<file path="src/rtl/fetch.sv">
// Instruction-fetch stage: PC register, I-cache request FSM, hold buffer and IF/ID register.
// Optional FETCH_ALIGN_CHECK_EN: an odd PC in FETCH raises a fetch error instead of issuing a read.
module fetch #(
  parameter logic [15:0] RESET_PC  = 16'h0000,
  parameter logic [15:0] NOP_INSTR = 16'h0800
) (
  input  logic        clk,
  input  logic        rst,
  input  logic        stall_in,
  input  logic        redirect,
  input  logic [15:0] redirect_pc,
  output logic        imem_rd,
  output logic [15:0] imem_addr,
  input  logic [15:0] imem_data,
  input  logic        imem_done,
  input  logic        imem_stall,
  input  logic        imem_err,
  output logic [15:0] instr,
  output logic [15:0] PC,
  output logic        NOP_mech,
  output logic        IDF_err,
  output logic        fetch_busy
);

  typedef enum logic [2:0] {S_FETCH, S_WAIT, S_SQUASH, S_HOLD, S_HALTED} state_t;

  typedef struct packed {
    logic [15:0] instr;
    logic [15:0] pc;
    logic        nop;
    logic        err;
  } ifid_t;

  localparam ifid_t IFID_RESET = '{instr: NOP_INSTR, pc: RESET_PC, nop: 1'b1, err: 1'b0};

  state_t      state;
  logic [15:0] pc_q;
  logic [15:0] sq_addr_q;
  ifid_t       ifid_q;
  ifid_t       hold_q;

  logic  misaligned;
  logic  issuing;
  logic  rd_done;
  logic  outstanding;
  ifid_t fetched;
  ifid_t bubble;
  ifid_t align_fault;
  logic  unused_imem_stall;

  // A word stops fetch when it carries an error or is a HALT (opcode 00000).
  function automatic logic halts(input ifid_t e);
    return e.err || (e.instr[15:11] == 5'b00000);
  endfunction

`ifdef FETCH_ALIGN_CHECK_EN
  assign misaligned = (state == S_FETCH) && pc_q[0];
`else
  assign misaligned = 1'b0;
`endif

  assign issuing = (state == S_FETCH) || (state == S_WAIT) || (state == S_SQUASH);
  // NOTE: imem_rd is gated by rst so no request reaches the cache while reset is held.
  assign imem_rd     = issuing && !misaligned && !rst;
  assign imem_addr   = (state == S_SQUASH) ? sq_addr_q : pc_q;
  assign rd_done     = imem_rd && imem_done;
  assign outstanding = imem_rd && !imem_done;
  assign fetch_busy  = (state == S_WAIT) || (state == S_SQUASH) ||
                       ((state == S_FETCH) && outstanding);

  assign fetched     = '{instr: imem_data, pc: pc_q + 16'd2, nop: 1'b0, err: imem_err};
  assign bubble      = '{instr: NOP_INSTR, pc: ifid_q.pc, nop: 1'b1, err: 1'b0};
  assign align_fault = '{instr: NOP_INSTR, pc: pc_q + 16'd2, nop: 1'b0, err: 1'b1};

  // The cache's own busy flag is informational; done/err fully describe completion.
  assign unused_imem_stall = imem_stall;

  // NOTE: every register here uses non-blocking assignments so all of them sample pre-edge values.
  always_ff @(posedge clk or posedge rst) begin
    if (rst) begin
      state     <= S_FETCH;
      pc_q      <= RESET_PC;
      sq_addr_q <= RESET_PC;
      ifid_q    <= IFID_RESET;
      hold_q    <= IFID_RESET;
    end else if (redirect) begin
      // Redirect wins in every state; an in-flight read must still drain before refetching.
      pc_q      <= redirect_pc;
      ifid_q    <= bubble;
      hold_q    <= IFID_RESET;
      sq_addr_q <= imem_addr;
      state     <= outstanding ? S_SQUASH : S_FETCH;
    end else begin
      unique case (state)
        S_FETCH, S_WAIT: begin
          if (misaligned) begin
            if (!stall_in) begin
              ifid_q <= align_fault;
              state  <= S_HALTED;
            end
          end else if (rd_done) begin
            pc_q <= pc_q + 16'd2;
            if (!stall_in) begin
              ifid_q <= fetched;
              state  <= halts(fetched) ? S_HALTED : S_FETCH;
            end else begin
              hold_q <= fetched;
              state  <= S_HOLD;
            end
          end else begin
            state <= S_WAIT;
            if (!stall_in) ifid_q <= bubble;
          end
        end
        S_HOLD: begin
          if (!stall_in) begin
            ifid_q <= hold_q;
            state  <= halts(hold_q) ? S_HALTED : S_FETCH;
          end
        end
        S_SQUASH: begin
          if (!stall_in) ifid_q <= bubble;
          if (rd_done) state <= S_FETCH;
        end
        S_HALTED: begin
          if (!stall_in) ifid_q <= bubble;
        end
        default: state <= S_FETCH;
      endcase
    end
  end

  assign instr    = ifid_q.instr;
  assign PC       = ifid_q.pc;
  assign NOP_mech = ifid_q.nop;
  assign IDF_err  = ifid_q.err;

endmodule

</file>
<file path="config.mk">
export PLATFORM = sky130hd
export DESIGN_NAME = fetch
export DESIGN_NICKNAME = d
export VERILOG_FILES = /design/src/rtl/fetch.sv
export SDC_FILE = /design/constraint.sdc
export NUM_CORES = 1
export LEC_CHECK = 0
export BUFFER_PORTS_ARGS = -buffer_cell sky130_fd_sc_hd__buf_4
export CORE_MARGIN = 1.5
export CORE_UTILIZATION = 45
export CTS_CLUSTER_SIZE = 24
export DETAILED_ROUTE_END_ITERATION = 12
export PLACE_DENSITY = 0.68
export SETUP_SLACK_MARGIN = 0.02
export SYNTH_ARGS = -nofsm -noshare
export SYNTH_HDL_FRONTEND = slang
export SYNTH_SLANG_ARGS = --single-unit
export TNS_END_PERCENT = 100
</file>
<file path="constraint.sdc">
create_clock -name clk -period 3.7 [get_ports clk]
set_input_delay 0.74 -clock clk [delete_from_list [all_inputs] [get_ports clk]]
set_output_delay 0.74 -clock clk [all_outputs]
set_load 0.01 [all_outputs]
</file>
==> results.md <==
- Worst clock skew: 0.008529 ns
- Status: complete, no violations
- EDFF count, synth: 0
- # diodes: 0
- RD Place Congestion: 0.7735
- Post-Synthesis Cells: 591
- Final setup violation count: 0
- Worst R2R End: sq_addr_q[3]
- CTS Buffer Depth: 2
- Final min period: 3.319 ns
- Vias in the first global route: 4617
- Critical path data required time: 2.96 ns
- Avg Cell Area, Syn: 9.622 sq um
- Latest clock arrival within the worst-skew pair: 0.35 ns
- DRC viols: 0
- Met3 wire length: 854 um
- Starting Density: 46.76%
- Nets@finish: 690
- Total grt overflow: 0
- Hold Path Class: reg -> reg
- Die Span Y: 115.4 um
- Max Used Layer: met4
- Fraction of registers with async set/reset: 100.0%
- Area after DPL: 6404 sq um
- Clock sinks: 103
- Mapped Nets: 631
- Post-CTS setup buffer count: 0
- Syn. warnings: 0
- Worst min-delay path endpoint: sq_addr_q[0]
- Ys flop type: dfrtp_1
- Reg power frac: 45.1%
- Flops & latches, synth: 103
- Switch share: 29.61%
- Vias/cell: 5.903
- DP HPWL: 9451 um
- Post_cts resized: 0
- Area leader, netlist: dfrtp_1
- Critical Path Sink Type: primary output
- Max Clk Rate: 301.3 MHz
- Worst Hold Depth: 1
- Synth top area share: 43.56%
- Post-synthesis sequential area ratio: 45.41%
- RR Startpoint: state[0]
- Via count: 4858
- Tcrit/Tclk final: 89.69%
- RSZ-0062 raised after global routing: false
- Area Overhead vs Synth: 17.87%
- Internal reg-to-reg setup slack: 1.24 ns
- Switching power: 922.3 uW
- Slew Limit Headroom: 17.80%
- Metal2 WL: 6844 um
- Core ar.: 12160 sq um
- Slew Viols, Final: 0
- Commonest cells in the netlist: dfrtp_1, nand2_1, a21oi_1
- P_int: 2.192 mW
- Die area: 13320 sq um
- Iteration count of the initial detailed-routing pass: 5
- Largest net degree at the start of global routing: 53
- Fin Hold WS: 0.5065 ns
- Mapped Area: 5687 sq um
- Reg2Reg Depth: 3
- Clk pwr share: 31.0%
- Rows: 40
- Design Area, Final: 6703 sq um
- Number of port buffers: 89
- Least-Margin Pin Slew: 1.227 ns
- Kind of critical path: reg -> out
- Top post-synthesis cells by area: dfrtp_1, nand2_1, mux2_2
- Initial drt markers: 388
- HP Start: sq_addr_q[0]
- Reg clk slew, reported paths: 0.06 ns
- CTS tree: built
- Comb power frac: 23.8%
- Worst VDD drop: 0.0002467 V
- Die Wd: 115.4 um
- Setup tns final: 0 ns
- ANT nets after route: 0
- Final hold vios: 0
- First-pass GRT wire length: 23440 um
- Max Cap Viol: 0
- Wirelength per Cell: 17.70 um
- GRT Util Overall: 22.38%
- Lkg Pwr: 2.820 nW
- Final WL: 14570 um
- Most common cell in the synthesized netlist: dfrtp_1
- Worst-path fanout max: 19
- Yosys cell types: 61
- I/O Pins: 91
- WL met1: 6669 um
- P per Cell Area: 464.7 nW/um^2
- H-tree levels: 3
- Setup crit start kind: register
- Initial antenna violation count: 0
- Hold buffers post-CTS: 0
- Clock root buffer: clkbuf_16
- CTS buffer count: 9
- Arrival time worst endpoint: 2.58 ns
- Layout cells sized above 1: 25.19%
cell type report:
| class | instances | area (sq um) |
|---|---|---|
| Tap cell | 168 | 210.2 |
| Timing Repair Buffer | 100 | 763.2 |
| Clock buffer | 11 | 242.7 |
| Inverter | 8 | 32.53 |
| Fill cell | 1103 | 5459 |
| Clock inverter | 5 | 56.30 |
| Sequential cell | 103 | 2582 |
| Multi-Input combinational cell | 428 | 2815 |
worst max-delay path: stages, from the launching register on:
cell     delay, ns
dfrtp_1       0.60
nor2b_2       1.04
mux2_2        0.44
buf_4         0.15
power groups by stage:
stage | Clock [mW] | Combinational (mW) | Sequential, mW
global route | 1.02 | 0.811 | 1.43
CTS | 0.988 | 0.748 | 1.41
global placement | 0 | 0.728 | 1.42
detailed placement | 0 | 0.745 | 1.42
floorplan | 0 | 0.449 | 1.41
finish | 0.967 | 0.742 | 1.41
cell usage in the layout, fill, tap and decap left out, types with 4 or more instances in the layout:
master,synthesis,layout
buf_4,0,99
a31oi_1,17,17
a221o_1,16,16
a211oi_1,6,6
o22ai_1,17,17
a22oi_1,11,11
nand3_1,13,13
dfstp_2,4,4
mux2_2,23,23
xor2_1,15,15
nor2_1,18,18
and4_1,4,4
nand2_1,84,84
nor3_1,5,5
o21ai_0,23,23
nand4_1,9,9
inv_1,8,7
dfrtp_1,99,99
and2_1,20,20
clkbuf_16,0,9
mux2_4,10,10
a21oi_1,31,31
nor3b_1,16,16
xnor2_1,10,10
nand2b_1,16,16
o21ai_1,17,17
stage by stage:
step | power (mW) | std cells | utilization, % | worst slack, ns
2_1_floorplan | 1.855 | 591 | - | 0.07547
3_3_place_gp | 2.145 | 807 | 52.65 | 0.8108
3_5_place_dp | 2.169 | 807 | 52.65 | 0.7966
4_1_cts | 3.141 | 823 | 55.11 | 0.4143
5_1_grt | 3.259 | 823 | 55.11 | 0.2703
6_report | 3.114 | 823 | 55.11 | 0.3815
worst max path at each step:
| stage | startpoint | slack [ns] | to | depth (start not counted) |
|---|---|---|---|---|
| after floorplan | rst | 0.08 | IDF_err | 2 |
| after global placement | state[0] | 0.81 | imem_addr[4] | 3 |
| after detailed placement | state[0] | 0.80 | imem_addr[1] | 3 |
| after CTS | state[0] | 0.41 | imem_addr[1] | 3 |
| after global routing | state[0] | 0.27 | imem_addr[1] | 3 |
| final | state[0] | 0.38 | imem_addr[1] | 3 |
per-layer routing:
metal,track usage (%),vias up
met5,0,-
met4,6.667,0
met3,3.661,19
met2,35.03,164
met1,32.16,2436
li1,-,2239
cells by family (layout without fill, tap and decap cells):
kind of cell | Yosys count | count (layout) | synth area share (%)
compound gates | 159 | 159 | 18.33
xor+xnor | 25 | 25 | 3.850
fa+ha+maj | 1 | 1 | 0.2200
buf+inv | 60 | 124 | 5.126
flops | 103 | 103 | 45.41
mux | 36 | 36 | 7.723
simple gates | 207 | 207 | 19.34
Note: power is estimated with default switching activity, not from simulation.
